$ cat src/rtl/apb_timer.sv
// apb_timer: APB slave up-counter timer with prescaler, auto-reload compare and sticky update flag.
// Zero-wait-state bus; irq is the level AND of the update flag and its enable.
module apb_timer #(
   parameter int PSC_WIDTH = 16,
   parameter int CNT_WIDTH = 32
) (
   input  logic        PCLK,
   input  logic        PRESET,
   input  logic [31:0] PADDR,
   input  logic        PWRITE,
   input  logic        PENABLE,
   input  logic [31:0] PWDATA,
   input  logic        PSEL,
   output logic [31:0] PRDATA,
   output logic        PREADY,
   output logic        irq
);
   logic [2:0]           addr;
   logic                 wr, rd, clr, tick, wrap, set, w1c;
   logic                 en, ie, uif;
   logic [PSC_WIDTH-1:0] psc, psc_cnt;
   logic [CNT_WIDTH-1:0] arr, cnt;
   logic                 unused_addr;

   assign addr        = PADDR[4:2];
   assign unused_addr = ^{PADDR[31:5], PADDR[1:0]};
   assign PREADY      = PSEL & PENABLE;
   assign wr          = PREADY & PWRITE;
   assign rd          = PREADY & ~PWRITE;
   assign clr         = wr && addr == 3'd0 && PWDATA[1];
   // '>=' rather than '==' so lowering PSC/ARR below the running count wraps instead of rolling over
   assign tick        = en && psc_cnt >= psc;
   assign wrap        = cnt >= arr;
   assign set         = tick && wrap && !clr;
   assign w1c         = wr && addr == 3'd4 && PWDATA[0];
   assign irq         = uif & ie;

   always_ff @(posedge PCLK or posedge PRESET)
      if (PRESET) begin
         en      <= 1'b0;
         ie      <= 1'b0;
         psc     <= '0;
         arr     <= '0;
         psc_cnt <= '0;
         cnt     <= '0;
         uif     <= 1'b0;
      end else begin
         if (wr && addr == 3'd0) begin
            en <= PWDATA[0];
            ie <= PWDATA[2];
         end
         if (wr && addr == 3'd1) psc <= PWDATA[PSC_WIDTH-1:0];
         if (wr && addr == 3'd2) arr <= PWDATA[CNT_WIDTH-1:0];
         if (clr) begin
            psc_cnt <= '0;
            cnt     <= '0;
         end else if (en) begin
            psc_cnt <= tick ? '0 : psc_cnt + 1'b1;
            if (tick) cnt <= wrap ? '0 : cnt + 1'b1;
         end
         // a hardware set beats a same-edge W1C
         if (set) uif <= 1'b1;
         else if (w1c) uif <= 1'b0;
      end

   always_comb
      PRDATA = !rd           ? 32'd0 :
               addr == 3'd0  ? {29'd0, ie, 1'b0, en} :
               addr == 3'd1  ? 32'(psc) :
               addr == 3'd2  ? 32'(arr) :
               addr == 3'd3  ? 32'(cnt) :
               addr == 3'd4  ? {31'd0, uif} : 32'd0;
endmodule

$ cat config.mk
export PLATFORM = sky130hd
export DESIGN_NAME = apb_timer
export DESIGN_NICKNAME = d
export VERILOG_FILES = /design/src/rtl/apb_timer.sv
export SDC_FILE = /design/constraint.sdc
export NUM_CORES = 1
export LEC_CHECK = 0
export CAP_MARGIN = 40
export CORE_UTILIZATION = 30
export DETAILED_ROUTE_END_ITERATION = 8
export HOLD_SLACK_MARGIN = 0.05
export SYNTH_ARGS = -nofsm -noshare
export SYNTH_HDL_FRONTEND = slang
export SYNTH_SLANG_ARGS = --single-unit
$ cat constraint.sdc
create_clock -name PCLK -period 3.7 [get_ports PCLK]
set_input_delay 0.74 -clock PCLK [delete_from_list [all_inputs] [get_ports PCLK]]
set_output_delay 0.74 -clock PCLK [all_outputs]
set_load 0.02 [all_outputs]
# Word level (Yosys, flattened, before mapping)
# Cells that the tools add are included.
[word_totals]
register_bits = 99
word_cells = 50
input_bits = 69
[op_classes]
bitwise_logic = 5
eq_ne = 4
muxes = 15
n_lt_le_gt_ge = 2
reduce_logical = 15
addsub = 2
[op_table]
columns = ["op", "count"]
rows = [
  ["$mux W32", 9],
  ["$mux W16", 3],
  ["$add A32 B1 Y32 const B", 1],
  ["$ge A32 B32 Y1", 1],
  ["$add A16 B1 Y16 const B", 1],
  ["$ge A16 B16 Y1", 1],
  ["$logic_and A1 B1 Y1", 9],
  ["$eq A3 B2 Y1 const B", 2],
  ["$reduce_bool A2 Y1", 3],
  ["$and A1 B1 Y1", 4],
  ["$eq A3 B1 Y1 const B", 1],
  ["$eq A3 B3 Y1 const B", 1],
  ["$logic_not A3 Y1", 1],
  ["$mux W1", 3],
  ["$reduce_and A2 Y1", 1],
  ["$logic_not A1 Y1", 1],
  ["$not A1 Y1", 1],
]

# Depth between registers and ports, before layout
[logic_depth]
word_depth = 7
ltp_mapped = 10
depth_no_buf = 9

# Worst setup path after synthesis
# No wires, ideal clock.
[synth_timing]
kind = "in2out"
from = "input PADDR[2]"
to = "output PRDATA[21]"
arrival_ps = 2221
path_buffers = 2
path_slack_ps = 739
cell_stages = 6
cell_sequence = "buf_2 > inv_1 > nor3b_1 > clkbuf_1 > a22oi_1 > nor2_1"
[synth_between]
elab_chain_cells = 6
word_cells_on_any_way = 9
classes_between = "3 x eq/ne; 5 x mux; 1 x reduce/logical"
[synth_rtl]
columns = ["item", "line", "source"]
rows = [
  ["from (decl)", "9", "input logic [31:0] PADDR,"],
  ["$eq A3 B2 Y1", "71", "addr == 3'd3 ? 32'(cnt) :"],
  ["$mux W32", "71", ""],
  ["$mux W32", "70", "addr == 3'd2 ? 32'(arr) :"],
  ["$mux W32", "69", "addr == 3'd1 ? 32'(psc) :"],
  ["$mux W32 *", "68", "addr == 3'd0 ? {29'd0, ie, 1'b0, en} :"],
  ["$mux W32 *", "67", "PRDATA = !rd ? 32'd0 :"],
  ["to (decl)", "14", "output logic [31:0] PRDATA,"],
]
# Mark *: on every way between the ends. The rest lies on a longest branch, timed or not.

# Worst setup path in the final report
[layout_timing]
from = "input PADDR[2]"
to = "output PRDATA[2]"
# The elaborated chain is that of the path after synthesis.

==> metrics <==
Internal Pwr Total=2022 uW; ys async rst share=100.0%; worst setup path start=PADDR[2]; Placement Rows=52; Initial DRT Pass Iterations=4; vias in the first global route=5062; cells on worst reg2reg path=8; H-tree lvl count=3; total grt overflow=0; Setup CP Type=in -> out; run status=finished, final reports clean; Clock Path Buffers=2; Switch Pwr=979.3 uW; GRT Total Usage=15.96%; Final Cycle Share=97.01%; VDD IR max=0.1952 mV; Cells after Synth=716; Setup Skew=19.40 ps; Power, Total=3002 uW; Mean Syn Cell Area=8.634 sq um; final WL=16040 um; Yosys Warn Count=0; Logic pwr share=22.4%; fillcell total=2071; Routed wire per std cell=15.02 um; CTS sink cnt=99; Max Cap Viol=0; maximum clock rate=0.2786 GHz; Die X=145.6 um; total CTS buffers=9; Seq/Total Area, Yosys=40.07%; CTS tree=yes; top cells by area, synth=dfrtp_1 (40%), ha_1 (10%), o21ai_0 (6.0%), nand2_1 (5.8%), nor2_1 (4.4%); leading register cell type out of synthesis=dfrtp_1; Final Wtd Congestion=0.8324; worst rel slew slack=46.01%; EDFF count, synth=0; FF+latch count, synth=99; Starting DRT DRC Count=227; setup TNS=0 ps; Max FO, Critical Path=12; pre-CTS setup slack=127.8 ps; Arr. time, crit path=2850 ps; drt drc=0; setup violators final=0; IO Port Bufs=73; Finished Core Util=37.86%; crit end category=primary output; Clk Latency, worst-skew pair=370 ps; post-synthesis cell type count=49; worst r2r src=cnt[15]; Syn Nets=835; ANT nets after route=0; Area growth syn-to-layout=23.90%; first-pass GRT wire length=26660 um; Initial Util=30.55%; share of cells above drive strength 1=8.897%; final setup margin=110.7 ps; largest net degree at the start of global routing=53; crit start category=input port; Clock Pin Slew Worst Setup and Hold Paths=70 ps; Die Height=145.6 um; mapped cell area=0.006182 sq mm; Seq. cell area=0.002477 sq mm; Worst-Margin Slew=789.5 ps; Power Density=391.9 mW/mm^2; switching portion of total power=32.63%; die area=0.02118 sq mm; Pleak=0.003335 uW; io pins=103; ANT cells=0; fin. max-slew vios=0; top cell type's share of synthesized area=40.07%; R2R Setup Slk=620 ps; RSZ-0062 raised after global routing=no; hpwl dp=11930 um; via count=5252; nets=912; area of the multi-input gates=0.003374 sq mm; clock power share=31.8%; hold crit path type=reg -> reg; antenna violations before repair=0; Hold Fails Final Rpt=0; power share of the sequential group=45.8%; number of vias per cell=4.918; largest area contributor in the netlist=dfrtp_1; fin crit period=3589 ps; root buf cell=clkbuf_16; placeable core area=0.02023 sq mm; r2r endpoint=cnt[15]; hold buffers post-CTS=0; Data required, critical path=2960 ps; Worst Setup EP=PRDATA[2]
[metal layers]
| metal | up-vias | global-route usage [%] | share of wire [%] |
|---|---|---|---|
| li1 | 2633 | - | - |
| met1 | 2511 | 21.19 | 48 |
| met2 | 92 | 26.47 | 48 |
| met3 | 16 | 3.354 | 3.4 |
| met4 | 0 | 3.947 | 1.2 |
| met5 | - | 0 | 0 |
[cells in the final DEF (no fill, tap or decap), types with 3 or more instances in the layout]
master,n
a21oi_1,41
a22oi_1,16
and2_1,5
inv_6,3
o31ai_1,3
buf_4,21
o21ai_0,74
a211oi_1,4
and4_1,7
nor2_1,72
inv_1,54
xnor2_1,9
nand3_1,26
nand2_1,96
xor2_1,28
nand4_1,21
clkdlybuf4s50_1,72
ha_1,50
o21a_1,4
dfrtp_1,99
and3_1,6
nor2b_1,4
nor3_1,11
or3_1,4
clkbuf_16,9
mux2_2,20
buf_12,4
[flip-flops by register name (all words and copies together), names as in the netlist]
name and cells:
en 1, ie 1, arr 32, uif 1
psc 16, psc_cnt 16, cnt 32
[cell families (layout without fill, tap and decap cells)]
family,count (synthesis),count (layout),synth area share [%]
compound gates,158,158,14.88
xor+xnor,37,37,5.242
fa+ha+maj,50,50,10.12
buf+inv,87,169,5.626
flops,99,99,40.07
mux,22,22,4.169
simple gates,263,263,19.89
[metrics by stage]
stage	hold WS, ps	std cells	area, sq um
final	535.4	1068	7660
after global routing	546.4	1068	7660
after CTS	535.9	1068	7657
after detailed placement	518.7	1052	7367
after global placement	501.9	1052	7367
after floorplan	471.1	716	6182
[final cells by class]
| class | count | share of cell area (%) |
|---|---|---|
| multi-input combinational | 530 | 44.05 |
| sequential | 99 | 32.34 |
| timing repair buffer | 98 | 12.68 |
| tap | 270 | 4.410 |
| clock buffer | 9 | 2.940 |
| inverter | 55 | 2.728 |
| clock inverter | 7 | 0.8494 |
[critical path, stage by stage]
cell and delay [ps]:
clkdlybuf4s50_1 620, buf_4 240, mux4_2 520, and2_1 190, clkdlybuf4s50_1 530
[worst min-delay path by stage]
| stage | depth (start not counted) | endpoint | startpoint | slack, ps |
|---|---|---|---|---|
| global route | 1 | psc[11] | psc[11] | 550 |
| CTS | 1 | ie | ie | 540 |
| finish | 1 | ie | ie | 540 |
| floorplan | 2 | uif | uif | 470 |
| detailed placement | 1 | psc[9] | psc[9] | 520 |
| global placement | 1 | ie | ie | 500 |
[synth_stat cells (3+ instances only)]
master / n
dfrtp_1: 99
nand2_1: 96
o21ai_0: 74
nor2_1: 72
inv_1: 55
ha_1: 50
a21oi_1: 41
xor2_1: 28
nand3_1: 26
clkbuf_1: 25
nand4_1: 21
mux2_2: 20
a22oi_1: 16
nor3_1: 11
xnor2_1: 9
and4_1: 7
and3_1: 6
and2_1: 5
buf_2: 5
nor2b_1: 5
a211oi_1: 4
o21a_1: 4
or3_1: 4
o31ai_1: 3
[power by group through the flow]
| stage | Sequential, uW | Combinational, uW | Clock, uW |
|---|---|---|---|
| global route | 1400 | 782 | 1010 |
| global placement | 1390 | 660 | 0 |
| floorplan | 1350 | 477 | 0 |
| finish | 1370 | 673 | 954 |
| CTS | 1370 | 685 | 978 |
| detailed placement | 1390 | 678 | 0 |
[repair_timing]
| action | 4_1_cts | 5_1_grt |
|---|---|---|
| endpoints found under the setup margin | 0 | 1 |
| gates resized for setup | 0 | 1 |
| buffers inserted | 0 | 0 |
No activity file was read; power rests on OpenSTA's default activity.
